**src/rtl/bcd_serial_addsub_pkg.sv**
```systemverilog
// Shared definitions for the serial BCD adder/subtractor: FSM encoding,
// seven-segment constants and the decimal glyph table.
package bcd_serial_addsub_pkg;

    // Controller states
    localparam logic [1:0] ST_IDLE = 2'd0;
    localparam logic [1:0] ST_ADD  = 2'd1;
    localparam logic [1:0] ST_FIX  = 2'd2;

    // Largest legal BCD digit
    localparam logic [3:0] BCD_MAX = 4'd9;

    // Active-low segment patterns, segment order a..g from MSB to LSB
    localparam logic [6:0] SEG_BLANK = 7'b1111111;
    localparam logic [6:0] SEG_MINUS = 7'b1111110;

    localparam logic [6:0] SEG_GLYPH [0:9] = '{
        7'b0000001,  // 0
        7'b1001111,  // 1
        7'b0010010,  // 2
        7'b0000110,  // 3
        7'b1001100,  // 4
        7'b0100100,  // 5
        7'b0100000,  // 6
        7'b0001101,  // 7
        7'b0000000,  // 8
        7'b0000100   // 9
    };

endpackage

```
**src/rtl/bcd_serial_addsub_seg7.sv**
```systemverilog
// Single-digit BCD to active-low seven-segment decoder. Non-decimal codes
// (10-15) are shown blank so a corrupted digit never looks like a number.
module seg7_bcd_decoder
    import bcd_serial_addsub_pkg::*;
(
    input  logic [3:0] i_bcd,
    output logic [6:0] o_seg
);

    // Look the digit up in the glyph table, blank when out of range
    always_comb begin
        o_seg = SEG_BLANK;
        for (int k = 0; k <= 9; k++) begin
            if (i_bcd == 4'(k)) begin
                o_seg = SEG_GLYPH[k];
            end
        end
    end

endmodule

```
**src/rtl/bcd_serial_addsub.sv**
```systemverilog
// Digit-serial BCD adder/subtractor, least significant digit first.
// Subtraction adds the nine's complement of B with an initial carry of one
// (ten's complement). If no carry leaves the top digit the difference is
// negative, and a second pass over the result (nine's complement plus one)
// turns it into a magnitude with a separate sign flag.
module bcd_serial_addsub
    import bcd_serial_addsub_pkg::*;
#(
    parameter int DIGITS = 4,
    parameter int CW     = 3
)
(
    input  logic                  i_clock,
    input  logic                  i_resetn,
    input  logic                  i_start,
    input  logic                  i_sub,
    input  logic [4*DIGITS-1:0]   i_a,
    input  logic [4*DIGITS-1:0]   i_b,
    output logic                  o_busy,
    output logic                  o_done,
    output logic [4*DIGITS-1:0]   o_s,
    output logic                  o_cout,
    output logic                  o_neg,
    output logic                  o_err,
    output logic [7*DIGITS-1:0]   o_hex,
    output logic [6:0]            o_hex_sign
);

    logic [1:0]            r_state;
    logic [4*DIGITS-1:0]   r_a;
    logic [4*DIGITS-1:0]   r_b;
    logic                  r_sub;
    logic [CW-1:0]         r_idx;
    logic                  r_carry;
    logic [4*DIGITS-1:0]   r_s;
    logic                  r_busy;
    logic                  r_done;
    logic                  r_cout;
    logic                  r_neg;
    logic                  r_err;

    logic [3:0]            w_a_dig;
    logic [3:0]            w_b_dig;
    logic [3:0]            w_s_dig;
    logic [3:0]            w_op_x;
    logic [3:0]            w_op_y;
    logic [4:0]            w_sum;
    logic                  w_carry_out;
    logic [3:0]            w_dig_out;
    logic                  w_last;
    logic                  w_bad_in;

    function automatic logic has_bad_digit(input logic [4*DIGITS-1:0] v);
        logic bad;
        bad = 1'b0;
        for (int i = 0; i < DIGITS; i++) begin
            if (v[4*i +: 4] > BCD_MAX) begin
                bad = 1'b1;
            end
        end
        return bad;
    endfunction

    assign w_bad_in = has_bad_digit(i_a) | has_bad_digit(i_b);
    assign w_last   = (r_idx == CW'(DIGITS - 1));

    // Pick the current digit of each captured operand and of the result
    always_comb begin
        w_a_dig = '0;
        w_b_dig = '0;
        w_s_dig = '0;
        for (int i = 0; i < DIGITS; i++) begin
            if (r_idx == CW'(i)) begin
                w_a_dig = r_a[4*i +: 4];
                w_b_dig = r_b[4*i +: 4];
                w_s_dig = r_s[4*i +: 4];
            end
        end
    end

    // Feed the shared digit adder: A/B in the main pass, complemented result in the fix pass
    always_comb begin
        if (r_state == ST_FIX) begin
            w_op_x = BCD_MAX - w_s_dig;
            w_op_y = 4'd0;
        end else begin
            w_op_x = w_a_dig;
            w_op_y = r_sub ? (BCD_MAX - w_b_dig) : w_b_dig;
        end
    end

    // One BCD digit adder shared by both passes
    assign w_sum       = {1'b0, w_op_x} + {1'b0, w_op_y} + {4'd0, r_carry};
    assign w_carry_out = (w_sum > {1'b0, BCD_MAX});
    assign w_dig_out   = w_carry_out ? 4'(w_sum - 5'd10) : w_sum[3:0];

    // Control FSM and result registers
    always_ff @(posedge i_clock or negedge i_resetn) begin
        if (!i_resetn) begin
            r_state <= ST_IDLE;
            r_a     <= '0;
            r_b     <= '0;
            r_sub   <= 1'b0;
            r_idx   <= '0;
            r_carry <= 1'b0;
            r_s     <= '0;
            r_busy  <= 1'b0;
            r_done  <= 1'b0;
            r_cout  <= 1'b0;
            r_neg   <= 1'b0;
            r_err   <= 1'b0;
        end else begin
            r_done <= 1'b0;
            case (r_state)
                ST_IDLE: begin
                    if (i_start) begin
                        r_a    <= i_a;
                        r_b    <= i_b;
                        r_sub  <= i_sub;
                        r_cout <= 1'b0;
                        r_neg  <= 1'b0;
                        if (w_bad_in) begin
                            r_err  <= 1'b1;
                            r_s    <= '0;
                            r_done <= 1'b1;
                        end else begin
                            r_err   <= 1'b0;
                            r_idx   <= '0;
                            r_carry <= i_sub;
                            r_busy  <= 1'b1;
                            r_state <= ST_ADD;
                        end
                    end
                end
                ST_ADD: begin
                    for (int i = 0; i < DIGITS; i++) begin
                        if (r_idx == CW'(i)) begin
                            r_s[4*i +: 4] <= w_dig_out;
                        end
                    end
                    r_carry <= w_carry_out;
                    r_idx   <= r_idx + 1'b1;
                    if (w_last) begin
                        if (!r_sub) begin
                            r_cout  <= w_carry_out;
                            r_done  <= 1'b1;
                            r_busy  <= 1'b0;
                            r_state <= ST_IDLE;
                        end else if (w_carry_out) begin
                            r_neg   <= 1'b0;
                            r_done  <= 1'b1;
                            r_busy  <= 1'b0;
                            r_state <= ST_IDLE;
                        end else begin
                            r_neg   <= 1'b1;
                            r_idx   <= '0;
                            r_carry <= 1'b1;
                            r_state <= ST_FIX;
                        end
                    end
                end
                ST_FIX: begin
                    for (int i = 0; i < DIGITS; i++) begin
                        if (r_idx == CW'(i)) begin
                            r_s[4*i +: 4] <= w_dig_out;
                        end
                    end
                    r_carry <= w_carry_out;
                    r_idx   <= r_idx + 1'b1;
                    if (w_last) begin
                        r_done  <= 1'b1;
                        r_busy  <= 1'b0;
                        r_state <= ST_IDLE;
                    end
                end
                default: begin
                    r_state <= ST_IDLE;
                    r_busy  <= 1'b0;
                end
            endcase
        end
    end

    // Display drivers for every result digit
    genvar g;
    generate
        for (g = 0; g < DIGITS; g++) begin : g_dec
            seg7_bcd_decoder u_dec (
                .i_bcd (r_s[4*g +: 4]),
                .o_seg (o_hex[7*g +: 7])
            );
        end
    endgenerate

    assign o_hex_sign = r_neg ? SEG_MINUS : SEG_BLANK;
    assign o_busy     = r_busy;
    assign o_done     = r_done;
    assign o_s        = r_s;
    assign o_cout     = r_cout;
    assign o_neg      = r_neg;
    assign o_err      = r_err;

endmodule

```
**config.mk**
```make
export PLATFORM = sky130hd
export DESIGN_NAME = bcd_serial_addsub
export DESIGN_NICKNAME = d
export VERILOG_FILES = /design/src/rtl/bcd_serial_addsub_pkg.sv /design/src/rtl/bcd_serial_addsub_seg7.sv /design/src/rtl/bcd_serial_addsub.sv
export SDC_FILE = /design/constraint.sdc
export NUM_CORES = 1
export LEC_CHECK = 0
export CORE_ASPECT_RATIO = 0.9
export CORE_MARGIN = 3
export CORE_UTILIZATION = 35
export DETAILED_ROUTE_END_ITERATION = 8
export DONT_BUFFER_PORTS = 1
export GPL_ROUTABILITY_DRIVEN = 0
export SYNTH_ARGS = -nofsm -noshare
export SYNTH_HDL_FRONTEND = slang
export SYNTH_SLANG_ARGS = --single-unit
```
**constraint.sdc**
```tcl
create_clock -name i_clock -period 6 [get_ports i_clock]
set_clock_uncertainty 0.15 [all_clocks]
set_input_delay 1.2 -clock i_clock [delete_from_list [all_inputs] [get_ports i_clock]]
set_output_delay 1.2 -clock i_clock [all_outputs]
set_load 0.01 [all_outputs]
```
== Yosys cells after proc, flatten, opt, wreduce, memory -nomap -nowiden ==
Index checks and enable logic that the tools add are counted.
Widths: inputs -> output; s select.

* Bits in registers: 60
* Logic and storage cells: 216

* Add/subtract/negate cells: 6
* $lt $le $gt $ge: 9
* Equality and inequality tests: 53
* Mux-type cells: 112
* Bitwise operators: 1
* Reduce and logical (&&, ||, !) cells: 20

{| class="wikitable"
|+ Operators by type and width
! kind !! count
|-
| $mux 7 || 40
|-
| $mux 4 || 20
|-
| $eq 4x3->1 const B || 16
|-
| $eq 4x2->1 const B || 8
|-
| $eq 4x4->1 const B || 8
|-
| $gt 4x4->1 const B || 8
|-
| $mux 16 || 2
|-
| $pmux 16 s2 || 1
|-
| $mux 1 || 31
|-
| $reduce_and 4->1 || 7
|-
| $eq 4x1->1 const B || 4
|-
| $logic_not 4->1 || 4
|-
| $mux 3 || 5
|-
| $ne 2x2->1 const B || 7
|-
| $mux 2 || 6
|-
| $pmux 1 s3 || 3
|-
| $pmux 3 s3 || 1
|-
| $ne 2x1->1 const B || 4
|-
| $sub 4x4->4 const A || 2
|-
| $eq 3x2->1 const B || 2
|-
| $pmux 2 s3 || 1
|-
| $add 4x4->5 || 1
|-
| $add 5x1->5 || 1
|-
| $gt 5x4->1 const B || 1
|-
| other kinds (16) || 18
|}

== Longest topological paths before layout ==
Gate-level depths: netlist (run 1).

* Depth after elaboration: 15
* Gate-level depth with buffers: 19
* Depth with buffers taken out: 18

== Modules after synthesis ==
A second synthesis (run 1) with hierarchy kept.

* Cells, all modules: 450
* Area, all modules: 4186.5 um2

{| class="wikitable"
|+ By module, submodules not included
! module !! times used !! cells each !! area an instance (um2) !! seq. area each (um2)
|-
| bcd_serial_addsub || 1 || 354 || 3601.0 || 1501.4
|-
| seg7_bcd_decoder || 4 || 24 || 146.4 || 0.0
|}

== Least setup slack after synthesis (run 1) ==
Ideal clock, no wire load.

* Kind: reg2reg
* Start point: reg r_idx[1]
* End point: reg r_busy, in the netlist o_busy
* Setup time: 126 ps
* Arrival: 3919 ps
* Slack: 1805 ps
* Stages on the path, launching flop included: 19
* Buffers on the path: 2
* Cells stage by stage: dfrtp_1 -> inv_1 -> ha_1 -> clkbuf_1 -> buf_1 -> nor2_1 -> a211oi_1 -> a21oi_1 -> a22oi_1 -> ha_1 -> xnor2_1 -> nand2_1 -> o211ai_1 -> o311ai_0 -> ha_1 -> or4_4 -> a31o_2 -> o31a_1 -> o32a_1

* Longest elaborated chain between the ends: 13
* Elaborated cells on any way between the ends: 28
* Classes of those cells: add/sub (4); order compare (1); eq/ne (6); mux (15); reduce/logical (2)

{| class="wikitable"
|+ Ends and longest elaborated chain
! item !! line !! text
|-
| start: declaration || bcd_serial_addsub.sv:33 || <nowiki>logic [CW-1:0] r_idx;</nowiki>
|-
| start signal: assignment || bcd_serial_addsub.sv:142 || <nowiki>r_idx <= r_idx + 1'b1;</nowiki>
|-
| start signal: assignment || bcd_serial_addsub.sv:169 || <nowiki>r_idx <= r_idx + 1'b1;</nowiki>
|-
| $logic_not 3->1 || bcd_serial_addsub.sv:73 || <nowiki>if (r_idx == CW'(i)) begin</nowiki>
|-
| $mux 4 (4 in series) || bcd_serial_addsub.sv:73 ||
|-
| $sub 4x4->4 || bcd_serial_addsub.sv:88 || <nowiki>w_op_y = r_sub ? (BCD_MAX - w_b_dig) : w_b_dig;</nowiki>
|-
| $mux 4 || bcd_serial_addsub.sv:88 ||
|-
| $mux 4 || bcd_serial_addsub.sv:83 || <nowiki>if (r_state == ST_FIX) begin</nowiki>
|-
| $add 4x4->5 || bcd_serial_addsub.sv:93 || <nowiki>assign w_sum = {1'b0, w_op_x} + {1'b0, w_op_y} + {4'd0, r_carry};</nowiki>
|-
| $add 5x1->5 || bcd_serial_addsub.sv:93 ||
|-
| $gt 5x4->1 || bcd_serial_addsub.sv:94 || <nowiki>assign w_carry_out = (w_sum > {1'b0, BCD_MAX});</nowiki>
|-
| $ne 3x3->1 (no line) || n/a ||
|-
| $reduce_and 5->1 (no line) (*) || n/a ||
|-
| end signal: assignment || bcd_serial_addsub.sv:107 || <nowiki>r_busy <= 1'b0;</nowiki>
|-
| end signal: assignment || bcd_serial_addsub.sv:130 || <nowiki>r_busy <= 1'b1;</nowiki>
|-
| end signal: assignment || bcd_serial_addsub.sv:147 || <nowiki>r_busy <= 1'b0;</nowiki>
|-
| end: declaration || bcd_serial_addsub.sv:36 || <nowiki>logic r_busy;</nowiki>
|}

Mark *: on every way between the ends. The rest lies on a longest branch, timed or not.
A chain may end at the register's enable or synchronous reset.

== Worst setup path in the final report (run 1) ==
* Start point: reg r_idx[1]
* End point: reg r_s[9], in the netlist o_s[9]

* Longest elaborated chain between the ends: 14
* Elaborated cells on any way between the ends: 30
* Classes of those cells: add/sub (5); order compare (1); eq/ne (4); mux (18); reduce/logical (2)

{| class="wikitable"
|+ Ends and longest elaborated chain
! item !! line !! text
|-
| $logic_not 3->1 || bcd_serial_addsub.sv:73 ||
|-
| $mux 4 (4 in series) || bcd_serial_addsub.sv:73 ||
|-
| $sub 4x4->4 || bcd_serial_addsub.sv:88 ||
|-
| $mux 4 || bcd_serial_addsub.sv:88 ||
|-
| $mux 4 || bcd_serial_addsub.sv:83 ||
|-
| $add 4x4->5 || bcd_serial_addsub.sv:93 ||
|-
| $add 5x1->5 || bcd_serial_addsub.sv:93 ||
|-
| $sub 4x4->4 / $gt 5x4->1 (equally long branches) || bcd_serial_addsub.sv:95, bcd_serial_addsub.sv:94 ||
|-
| $mux 4 || bcd_serial_addsub.sv:95 || <nowiki>assign w_dig_out = w_carry_out ? 4'(w_sum - 5'd10) : w_sum[3:0];</nowiki>
|-
| $mux 4 || bcd_serial_addsub.sv:137, bcd_serial_addsub.sv:164 ||
|-
| $pmux 16 s2 || bcd_serial_addsub.sv:114 || <nowiki>case (r_state)</nowiki>
|-
| end signal: indexed assignment || bcd_serial_addsub.sv:138 || <nowiki>r_s[4*i +: 4] <= w_dig_out;</nowiki>
|-
| end signal: indexed assignment || bcd_serial_addsub.sv:165 || <nowiki>r_s[4*i +: 4] <= w_dig_out;</nowiki>
|-
| end: declaration || bcd_serial_addsub.sv:35 || <nowiki>logic [4*DIGITS-1:0] r_s;</nowiki>
|}

Several ways; a longest one is shown, not always the timed one. The select of a mux whose other input is x is not followed.

==> impl_results.md, run 1 <==
* Outcome: complete, no violations
* Drt drc at 0
* Gr ovfl total at 0
* Post-DP HPWL at 7.51 mm
* Nets at 468
* Sw Share at 46.9%
* Initial DRC Count at 169
* Cell Area, Synth at 0.00395 mm²
* CP Launch Type: flop
* Initial antenna violation count at 0
* Worst path slowest cell: ha_1
* Seq cells post-synth at 60
* Pleak at 1.78 nW
* Area after DPL at 0.00403 mm²
* Switching Power at 1.53 mW
* Die Area at 0.0126 mm²
* Top FF cell, synth: dfrtp_1
* HP Start: r_b[8]
* Tmin final at 4.93 ns
* Worst Tran Pin Value at 0.775 ns
* VDD IR max at 0.424 mV
* Sequential area share after synthesis at 38.0%
* CTS Hold Bufs at 0
* Post-synth EDFFs at 0
* Library cells used by synthesis at 54
* Crit-path cells: inv_1, ha_1, and3b_1, a211oi_1, a21oi_1, a22oi_1, ha_1, xnor2_1, nand2_1, o211ai_1, o311ai_0, ha_1, o22ai_1, a222oi_1, a31oi_4, xnor2_1, o32ai_1
* Die width at 118 µm
* Clk pwr share at 17.7%
* P_int at 1.73 mW
* Core Rows at 36
* Most common cell after layout, fill and taps aside: dfrtp_1
* Ys async rst share at 100%
* Clk buf depth at 2
* Finished Cell Area at 0.00436 mm²
* Num ports at 92
* Max-slew violations at 0
* Crit Path Category: flop to flop
* Synth Warn # at 0
* Max Freq at 203 MHz
* CTS tree: yes
* ANT cells at 0
* # fillers at 1114
* Final Setup Violations at 0
* Num CTS Buffers at 9
* Pwr per Cell Area at 747 mW/mm²
* Worst-Skew Late Latency at 0.33 ns
* Final Hold Viols at 0
* Most frequent cells in the layout: 60 x dfrtp_1, 39 x mux2_2, 34 x a21oi_1, 34 x nand2_1, 34 x o21ai_0
* First-pass GRT wire length at 16.3 mm
* Gate Count Post-Synth at 429
* Clock Root Buffer: clkbuf_16
* Gate power share at 61.4%
* Largest net degree at the start of global routing at 61
* Crit path capture type: flop
* Mean Syn Cell Area at 9.21 µm²
* Vias per inst at 5.60
* GRT Overall Usage at 16.2%
* Vias post-DR at 3199
* CTS H-tree depth at 3
* Most used cell, CP: ha_1
* Starting Density at 36.2%
* Routed wire length at 10.0 mm
* CP Data Arrival Time at 4.96 ns
* Post-CTS sizing at 0
* Post-DRT Antenna Nets at 0
* Die H at 107 µm
* Post-CTS repair timing setup buffer count at 0
* Relative slew slack at 48.3%
* Clock transition at the registers of the reported paths at 0.05 ns
* CP Max Fanout at 23
* Worst path max stage delay at 0.63 ns
* Max Cap Violations at 0
* Crit share post-route at 82.2%
* Core area at 0.0109 mm²
* Sequential Power Share at 20.9%
* Clock Sinks at 60
* PortBufs at 0
* Vias in the first global route at 3087
* Critical Path RT at 6.03 ns
* DRT Pass-1 Iters at 4
* Setup TNS at 0 ns
* Worst setup startpoint: r_idx[1]
* Layout cells sized above 1 at 14.6%
* R2R Path Start: r_idx[1]
* RSZ-0062 raised after global routing: no
* Syn-to-layout area delta at 10.5%
* Drt wl/cell at 17.5 µm
* Hold Crit Class: flop to flop
==> cells in the mapped netlist (6+ instances only) <==
cell type   n  area (µm²)
a211oi_1    7        52.6
a21oi_1    34         170
a22oi_1     9        67.6
and3b_1     6        52.6
buf_4       6        45.0
clkbuf_1   24        90.1
dfrtp_1    60        1500
ha_1       15         188
inv_1      29         109
mux2_2     39         439
nand2_1    34         128
nor2_1     32         120
nor3_1      7        35.0
o211ai_1    9        67.6
o21ai_0    34         170
o32ai_1    10        87.6
==> stage by stage <==
step | setup slack, ns | cells | hold WS, ns | util (%) | total power [mW]
after floorplan | 1.80 | 434 | 0.320 | - | 2.21
after global placement | 1.25 | 556 | 0.342 | 36.9 | 2.62
after detailed placement | 1.18 | 556 | 0.345 | 36.9 | 2.67
after CTS | 1.13 | 571 | 0.358 | 40.0 | 3.25
after global routing | 0.724 | 571 | 0.366 | 40.0 | 3.53
final | 1.07 | 571 | 0.353 | 40.0 | 3.26
==> critical path, delay by kind of cell, from the launching register on <==
family	cells	cell delay (ns)
fa+ha+maj	3	1.35
xor+xnor	2	0.58
compound gates	9	1.86
simple gates	2	0.32
buf+inv	1	0.11
flops	1	0.40
==> path summary, 6_finish.rpt <==
path | end | slack [ns] | depth (start not counted)
worst min register to register | r_b[8] | 0.35 | 1
max in group asynchronous | o_s[13] | 5.18 | 0
worst min-delay path | r_b[8] | 0.35 | 1
min in group asynchronous | o_done | 0.41 | 0
worst max register to register | o_s[9] | 1.07 | 17
worst max-delay path | o_s[9] | 1.07 | 17
==> cell type report <==
class | instances | area (µm²) | area share, %
clock buffer | 12 | 267 | 6.11
clock inverter | 3 | 68.8 | 1.58
sequential | 60 | 1500 | 34.4
multi-input combinational | 313 | 2220 | 50.8
tap | 152 | 190 | 4.36
inverter | 30 | 113 | 2.58
timing repair buffer | 1 | 7.51 | 0.172
==> kinds of logic (layout without fill, tap and decap cells) <==
kind of cell | count (synthesis) | in the layout | share of synthesized area (%)
DFF | 60 | 60 | 38.0
other | 1 | 6 | 0.0949
AOI/OAI and AO/OA | 150 | 150 | 26.0
xor gates and xnor gates | 7 | 7 | 1.55
adders and majority gates | 17 | 17 | 5.77
and+or+nand+nor | 94 | 94 | 11.1
muxes | 39 | 39 | 11.1
buffers and inverters | 61 | 46 | 6.37
==> state kept, by name, indices dropped and copies added (netlist names) <==
register / flops
r_a: 16
r_b: 16
o_done: 1
r_carry: 1
r_idx: 3
o_neg: 1
o_busy: 1
r_sub: 1
r_state: 2
o_s: 16
o_err: 1
o_cout: 1
==> power groups by stage <==
stage	clock network [mW]	registers (mW)	logic (mW)
after floorplan	0	0.626	1.58
after detailed placement	0	0.689	1.98
after CTS	0.584	0.683	1.99
after global routing	0.605	0.701	2.22
final	0.575	0.681	2.00
after global placement	0	0.688	1.93
==> metal layers <==
metal	share of wire (%)	global-route usage (%)	vias to the layer above	wire, µm
met5	0	0	-	0
met4	0.68	3.51	0	68
met2	45	25.3	127	4500
met1	45	21.2	1532	4510
li1	-	-	1535	-
met3	9.2	6.43	5	922
Power figures use the tool's default switching activity.
==> inputs of run 2 (changes only) <==
- clock period: 6 -> 4.7 ns (I/O delays scaled with it)
==> run 2 against run 1 <==
Wire length grew 1.1%. Via count grew 1.6%. Count of clock-buffer cells in the layout shrank 3. First-iteration DRC count grew 2.4%. Non-clock buffer count grew 9. Core utilization grew 0.26 points. Cell count grew 1.6%. Sequential cell count is the same. Total power grew 35%. Hold slack lost 0.20 ns. Worst setup slack lost 0.79 ns. Clock power grew 11%. Critical path type unchanged.
==> impl_results.md, run 2 (synthesis results as in run 1) <==
* M1 GR Usage at 21.9% (+0.66 points)
* CP delay by family, top: compound AO/OA/AOI/OAI gates
* DRT Pass-1 Iters at 5 (+1)
* Outcome: complete, no violations
* Largest net degree at the start of global routing at 61 (unchanged)
* Crit share post-route at 94.1% (+12 points)
* Buf/Inv on CP at 2 (+1)
* Setup TNS at 0 ns (unchanged)
* VDD IR max at 0.612 mV (+44%)
* Clock Sinks at 60 (unchanged)
* Num CTS Buffers at 9 (unchanged)
* Syn-to-layout area delta at 11.2%
* Clk buf depth at 2 (unchanged)
* Critical Path RT at 4.77 ns (-1.26 ns)
* Crit-path cells: inv_1, ha_1, and3b_1, a211oi_1, a21oi_1, a22oi_1, ha_1, xnor2_1, nand2_1, o211ai_1, o311ai_0, ha_1, or4_4, a31oi_4, xnor2_1, buf_4, o32ai_1
* Drt drc at 0 (unchanged)
* Worst path slowest cell: or4_4
* Nets at 477 (+1.9%)
* Core Rows at 36 (unchanged)
* Vias post-DR at 3251 (+1.6%)
* Layout cells sized above 1 at 16.8% (+2.3 points)
* Worst-Skew Late Latency at 0.33 ns (about the same)
* Hold Crit Class: input pin to asynchronous set/reset pin
* Die H at 107 µm (unchanged)
* Die width at 118 µm (unchanged)
* Clock transition at the registers of the reported paths at 0.06 ns (about the same)
* Reg2Reg Depth at 17 (unchanged)
* CTS tree: yes
* Crit Path Category: flop to flop
* Final Setup Violations at 0 (unchanged)
* Pleak at 1.79 nW (+0.68%)
* Relative slew slack at 49.6% (+1.3 points)
* Routed wire length at 10.1 mm (+1.1%)
* Vias in the first global route at 3187 (+3.2%)
* Core area at 0.0109 mm² (unchanged)
* Max Cap Violations at 0 (unchanged)
* First-pass GRT wire length at 16.6 mm (+2.0%)
* Initial antenna violation count at 0 (unchanged)
* Max Freq at 226 MHz (+11%)
* Most common cell after layout, fill and taps aside: dfrtp_1
* RSZ-0062 raised after global routing: no
* Final Hold Viols at 0 (unchanged)
* Post-DRT Antenna Nets at 0 (unchanged)
* CTS Hold Bufs at 0 (unchanged)
* CP Max Fanout at 11 (-52%)
* Pwr per Cell Area at 1000 mW/mm² (+34%)
* GR peak layer: met2
* CP Launch Type: flop
* CTS H-tree depth at 3 (unchanged)
* Die Area at 0.0126 mm² (unchanged)
* Initial DRC Count at 173 (+2.4%)
* Crit path capture type: flop
* Vias per inst at 5.61 (about the same)
* Met2 Use GR at 24.7% (-0.62 points)
* Gr ovfl total at 0 (unchanged)
* Clock Root Buffer: clkbuf_16
* Worst Tran Pin Value at 0.756 ns (-0.0193 ns)
* Most used cell, CP: ha_1
* Met3 Track Usage GR at 5.38% (-1.1 points)
* Most frequent cells in the layout: 60 x dfrtp_1, 39 x mux2_2, 34 x a21oi_1, 34 x nand2_1, 34 x o21ai_0
* Num ports at 92 (unchanged)
* Critical Path Stages at 17 (unchanged)
* PortBufs at 0 (unchanged)
* Worst Hold Slack at 0.152 ns (-0.200 ns)
* ANT cells at 0 (unchanged)
* Non-Filler Instances at 580 (+1.6%)
* Worst path max stage delay at 0.59 ns (-0.04 ns)
* Drt wl/cell at 17.4 µm (-0.50%)
* CP Data Arrival Time at 4.49 ns (-0.47 ns)
* Starting Density at 36.2% (unchanged)
* Placed cells at 564 (+1.4%)
* Post-DP HPWL at 7.57 mm (+0.81%)
* Tmin final at 4.42 ns (-0.506 ns)
* Max-slew violations at 0 (unchanged)
* GRT Overall Usage at 16.3% (+0.18 points)
[run 2: cell count changes in the layout (fill, tap and decap cells not counted)]
cell,change
buf_4,+9
bufinv_16,-1
clkbuf_8,-3
clkinv_2,+1
clkinvlp_4,+3
ha_1,-2
ha_2,+2
[run 2: cell type report]
cell class,instances,area (µm²)
Fill cell,1111,6510
Multi-Input combinational cell,313,2220
Sequential cell,60,1500
Clock buffer,9,225
Tap cell,152,190
Inverter,30,113
Timing Repair Buffer,10,75.1
Clock inverter,6,66.3
[run 2: final timing paths]
path | slack (ns) | from | endpoint
hold reg to reg | 0.35 | r_b[8] | r_b[8]
setup / recovery | 0.28 | r_idx[0] | o_s[9]
min in group i_clock | 0.35 | r_b[8] | r_b[8]
max in group asynchronous | 4.13 | i_resetn | o_s[15]
hold / removal | 0.15 | i_resetn | o_err
setup reg to reg | 0.28 | r_idx[0] | o_s[9]
[run 2: timing repair]
item | CTS | global route
resized for setup | 0 | 2
endpoints found under the setup margin | 0 | 11
setup buffers | 0 | 1
[run 2: stage by stage]
stage	area (µm²)	setup WS (ns)	utilization, %	total power, mW
3_3_place_gp	4090	0.311	37.5	3.58
5_1_grt	4390	0.0293	40.3	4.74
4_1_cts	4380	0.197	40.2	4.32
3_5_place_dp	4090	0.225	37.5	3.66
2_1_floorplan	3970	0.505	-	2.82
6_report	4390	0.275	40.3	4.40
[run 2: metal layers]
metal  up-vias  part of all wire, %
met5         -                    0
met4         0                  1.7
met3        16                  8.0
met2       117                   44
met1      1561                   46
li1       1557                    -
[run 2: power breakdown]
part	total [mW]	switching (mW)	internal [mW]
clock	0.639	0.233	0.406
combinational	2.89	1.64	1.24
sequential	0.874	0.168	0.707
[run 2: worst register-to-register path, delay by kind of cell, from the launching register on]
family	cells	cell delay, ns
adders and majority gates	3	1.02
buffers and inverters	2	0.25
DFF	1	0.39
AOI/OAI and AO/OA	7	1.38
xor gates and xnor gates	2	0.23
and+or+nand+nor	3	0.88
==> inputs of run 3 (changes only) <==
- CORE_UTILIZATION: 35 -> 60
- PLACE_DENSITY: not set -> 0.74
==> run 3 against run 2 <==
Fmax is 2.7% higher. Sequential share of layout area is 1.5 points higher. Hold slack worse by 0.024 ns. Core utilization is 27 points higher. Sequential cell count stayed put. Non-clock buffer count is 2 lower. Global-route usage is 9.7 points higher. Worst setup slack better by 0.12 ns. First-iteration DRC count is 88% higher. Critical path type unchanged. Cell count is 11% lower. Largest cell class unchanged.
==> impl_results.md, run 3 (synthesis results as in run 1) <==
* Outcome: complete, no violations
* First-pass GRT wire length at 15.8 mm (-4.8%)
* GRT Overall Usage at 26.1% (+9.7 points)
* Vias post-DR at 3297 (+1.4%)
* Core area at 0.00625 mm² (-43%)
* R2R Path Start: r_idx[0]
* CP Launch Type: flop
* R2R setup slack at 0.39 ns (+0.12 ns)
* Core Rows at 27 (-25%)
* Routed wire length at 9.70 mm (-4.1%)
* Worst path max stage delay at 0.59 ns (about the same)
* DRT Pass-1 Iters at 8 (+3)
* Syn-to-layout area delta at 6.53%
* Met2 Use GR at 39.1% (+14 points)
* Crit path capture type: flop
* Max Freq at 232 MHz (+2.7%)
* Buf/Inv on CP at 1 (-1)
* CTS tree: yes
* Clock Root Buffer: clkbuf_8
* Tmin final at 4.31 ns (-0.116 ns)
* Crit Path Category: flop to flop
* Vias per inst at 6.41 (+14%)
* Largest net degree at the start of global routing at 61 (unchanged)
* Die width at 91.5 µm (-22%)
* Initial DRC Count at 326 (+88%)
* Die Area at 0.00759 mm² (-40%)
* Gr ovfl total at 0 (unchanged)
* Most frequent cells in the layout: 60 x dfrtp_1, 39 x mux2_2, 34 x a21oi_1, 34 x nand2_1, 34 x o21ai_0
* Drt wl/cell at 18.9 µm (+8.2%)
* CP Data Arrival Time at 4.39 ns (-0.10 ns)
* Worst Tran Pin Value at 0.788 ns (+0.0324 ns)
* Max-slew violations at 0 (unchanged)
* Die H at 83.0 µm (-22%)
* ANT cells at 0 (unchanged)
* Post-DP HPWL at 7.15 mm (-5.5%)
* Initial antenna violation count at 0 (unchanged)
* CP Max Fanout at 11 (unchanged)
* Num ports at 92 (unchanged)
* Max Cap Violations at 0 (unchanged)
* Final Hold Viols at 0 (unchanged)
* Worst-Skew Late Latency at 0.35 ns (+0.02 ns)
* Post-DRT Antenna Nets at 0 (unchanged)
* Layout cells sized above 1 at 16.9% (+0.039 points)
* CP delay by family, top: compound AO/OA/AOI/OAI gates
* Relative slew slack at 46.9% (-2.7 points)
* Clock Sinks at 60 (unchanged)
* Final Setup Violations at 0 (unchanged)
* Drt drc at 0 (unchanged)
* Clock transition at the registers of the reported paths at 0.07 ns (about the same)
* # fillers at 518 (-53%)
* Vias in the first global route at 3170 (-0.53%)
* Critical Path RT at 4.78 ns (about the same)
* Hold Crit Class: input pin to asynchronous set/reset pin
* Worst path slowest cell: or4_4
* Worst R2R End: r_idx[1]
* GR peak layer: met2
* Crit-path cells: inv_1, ha_1, and3b_1, a211oi_1, a21oi_1, a22oi_2, ha_1, xnor2_1, nand2_1, o211ai_1, o311ai_0, ha_1, or4_4, a31oi_4, a41oi_2, a41o_1
* PortBufs at 0 (unchanged)
* M1 GR Usage at 35.9% (+14 points)
* CTS H-tree depth at 3 (unchanged)
* Most used cell, CP: ha_1
* Reg2Reg Depth at 16 (-1)
* Starting Density at 63.2% (+27 points)
* Met3 Track Usage GR at 8.61% (+3.2 points)
* Most common cell after layout, fill and taps aside: dfrtp_1
* Num CTS Buffers at 9 (unchanged)
* Clk buf depth at 2 (unchanged)
* RSZ-0062 raised after global routing: no
* Nets at 475 (-0.42%)
* Setup TNS at 0 ns (unchanged)
* Crit share post-route at 91.7% (-2.5 points)
## run 3: how the worst max path moves through the flow
stage                           to  slack (ns)  startpoint  cells past startpoint
after floorplan             o_busy        0.50    r_idx[1]                     18
after global placement      o_s[5]        0.40    r_idx[1]                     17
after detailed placement    o_s[9]        0.20    r_idx[1]                     17
after CTS                   o_s[9]        0.19    r_idx[1]                     17
after global routing      r_idx[2]        0.06    r_idx[0]                     16
final                     r_idx[1]        0.39    r_idx[0]                     16
## run 3: timing repair
action,4_1_cts,5_1_grt
hold endpoints to repair,0,0
buffers inserted,0,1
hold buffers,0,0
resized for setup,0,4
setup endpoints to repair,0,9
## run 3: area by class of cell
type                    instances  area [µm²]  share of cell area (%)
inverters                      30         113                    2.68
well taps                      87         109                    2.59
clock inverters                 6        63.8                    1.52
clock buffers                  10         128                    3.03
flip-flops and latches         60        1500                    35.7
repair buffers                  8        60.1                    1.43
multi-input cells             313        2230                    53.1
## run 3: metal layers
| metal | wire [µm] | part of all wire, % |
|---|---|---|
| met5 | 0 | 0 |
| met4 | 121 | 1.2 |
| met3 | 667 | 6.9 |
| met2 | 4600 | 47 |
| met1 | 4310 | 44 |
## run 3: worst reg2reg max path: cells and delay by family, from the launching register on
kind,cells,cell delay (ns)
compound gates,8,1.58
fa+ha+maj,3,0.97
simple gates,3,0.88
flops,1,0.41
xor+xnor,1,0.13
buf+inv,1,0.09
## run 3: stage by stage
stage	instance area [µm²]	hold WS, ns	setup slack, ns	cells	utilization [%]
6_report	4210	0.129	0.391	514	67.3
3_5_place_dp	3990	0.348	0.202	497	63.9
4_1_cts	4180	0.121	0.192	513	66.9
2_1_floorplan	3970	0.320	0.505	434	-
5_1_grt	4210	0.109	0.0575	514	67.3
3_3_place_gp	3990	0.342	0.404	497	63.9
Power of run 3 is not shown: default switching activity piles up to over one toggle a cycle in this logic, so the estimate is an artifact.
==> RTL change (flow settings as in run 3) <==
`CW`: 3 -> 2.
--- a/src/rtl/bcd_serial_addsub.sv
+++ b/src/rtl/bcd_serial_addsub.sv
@@ -9,3 +9,3 @@
     parameter int DIGITS = 4,
-    parameter int CW     = 3
+    parameter int CW     = 2
 )
Check against the original RTL: same outputs for any inputs over 4 cycles, from zero or initial values and one cycle with i_resetn low; that may be too few to reach the edited logic, so the function may still have changed.
==> RTL change against run 3 <==
Area after synthesis is 1.6% higher. Core utilization shrank 0.24 points. Final area increased by 0.18%. Worst setup slack lost 0.13 ns. Sequential cell count decreased by 1. Wire length down 6.4%. Via count decreased by 1.9%. Count of clock-buffer cells in the layout down 1. Largest cell class unchanged. Highest routed layer unchanged.
Power is not shown: default switching activity piles up to over one toggle a cycle in this logic, so the estimate is an artifact.
==> RTL change: results (changes against run 3) <==
* Filler cell count at 508 (-1.9%)
* Synth unique cells at 59 (+9.3%)
* Critical path's slowest cell: fa_1
* List of most frequent post-synthesis cells: dfrtp_1, o21ai_0, mux2_2, nand2_1, nor2_1
* Ys Warns at 0 (unchanged)
* Latest clock arrival within the worst-skew pair at 0.35 ns (about the same)
* Relative slew margins at 55.55% (+8.7 points)
* Avg Cell Area, Syn at 8.994 sq um (-2.3%)
* Initial DRC count at 138 (-58%)
* Drt total wl at 9081 microns (-6.4%)
* Clock Path Buffers at 2 (unchanged)
* Layout cells sized above 1 at 16.67% (-0.20 points)
* Largest delay contributor family on the critical path: adder cells
* CTS clock-pin slew for the worst setup and hold paths at 0.07 ns (about the same)
* Largest net degree at the start of global routing at 60 (-1.6%)
* CTS buffer count at 9 (unchanged)
* Cell at the root of the clock tree: clkbuf_8
* Arr. time, crit path at 4.57 ns (+0.18 ns)
* Slowest cell delay on critical path at 0.52 ns (-0.07 ns)
* Placed instance count at 509 (+2.4%)
* Drt pass-1 iters at 5 (-3)
* Asr flop ratio synth at 100.0% (unchanged)
* Initial antenna violation count at 0 (unchanged)
* Worst Path Max Fanout at 7 (-4)
* Seq/Total Area, Yosys at 36.81% (-1.2 points)
* # port buffers at 0 (unchanged)
* DP Wirelength at 6647 microns (-7.0%)
* Outcome: completed
* Post-route insts no fill at 525 (+2.1%)
* Area contributors post-synth: dfrtp_1, mux2_2, o21ai_0, ha_1, a21oi_1
* GRT Total Usage at 24.42% (-1.6 points)
* H-tree levels at 3 (unchanged)
* Post-CTS sizing at 0 (unchanged)
* Number of global-route vias before repair at 3056 (-3.6%)
* Via/cell ratio at 6.158 (-4.0%)
* N_diodes at 0 (unchanged)
* Nets at 485 (+2.1%)
* First-pass GRT wire length at 14980 microns (-5.2%)
* Worst Hold Class: input pin to asynchronous set/reset pin
RTL change: changes by cell type after synthesis, sizes merged, moves of 6 or more:
cell    delta
inv        -7
a221oi     +7
a22oi      -7
o32ai     -10
nor2b     +11
nor3       +7
buf        +6
o21ai     +12
RTL change: through the flow:
step	setup WS [ns]	hold WS, ns	utilization [%]	area (sq um)
after CTS	0.2265	0.1142	67.05	4213
after floorplan	0.7763	0.3212	-	4030
after global routing	0.02532	0.1107	67.08	4215
final	0.2648	0.1263	67.08	4215
after global placement	0.2993	0.3324	63.88	4014
after detailed placement	0.2562	0.3403	63.88	4014
RTL change: layer usage:
layer | vias to the layer above | share of wire [%] | track usage, %
met2 | 138 | 46 | 38.13
met1 | 1510 | 43 | 32.11
met5 | - | 0 | 0
met3 | 14 | 9.3 | 8.025
li1 | 1571 | - | -
met4 | 0 | 1.5 | 7.962
RTL change: cells by family after synthesis:
logic type	after synthesis	synth area share, %
other	1	0.09348
adders and majority gates	16	5.365
AOI/OAI and AO/OA	135	22.24
buffers and inverters	57	6.207
xor gates and xnor gates	7	1.528
and+or+nand+nor	127	15.25
muxes	44	12.51
DFF	59	36.81
RTL change: cell type report:
type                       count  area [sq um]  area share [%]
clock inverter                 7         75.07           1.781
timing repair buffer           5         37.54          0.8905
multi-input combinational    335          2307           54.73
clock buffer                   9         123.9           2.939
inverter                      23         86.33           2.048
tap                           87         108.9           2.582
sequential                    59          1476           35.03
RTL change: final timing paths:
kind,end,slack (ns),depth (start not counted)
max,o_s[10],0.26,16
min,r_b[14],0.13,0
max reg2reg,o_s[10],0.26,16
min reg2reg,r_b[3],0.36,1
max in group asynchronous,o_done,4.17,0
min in group i_clock,r_b[3],0.36,1
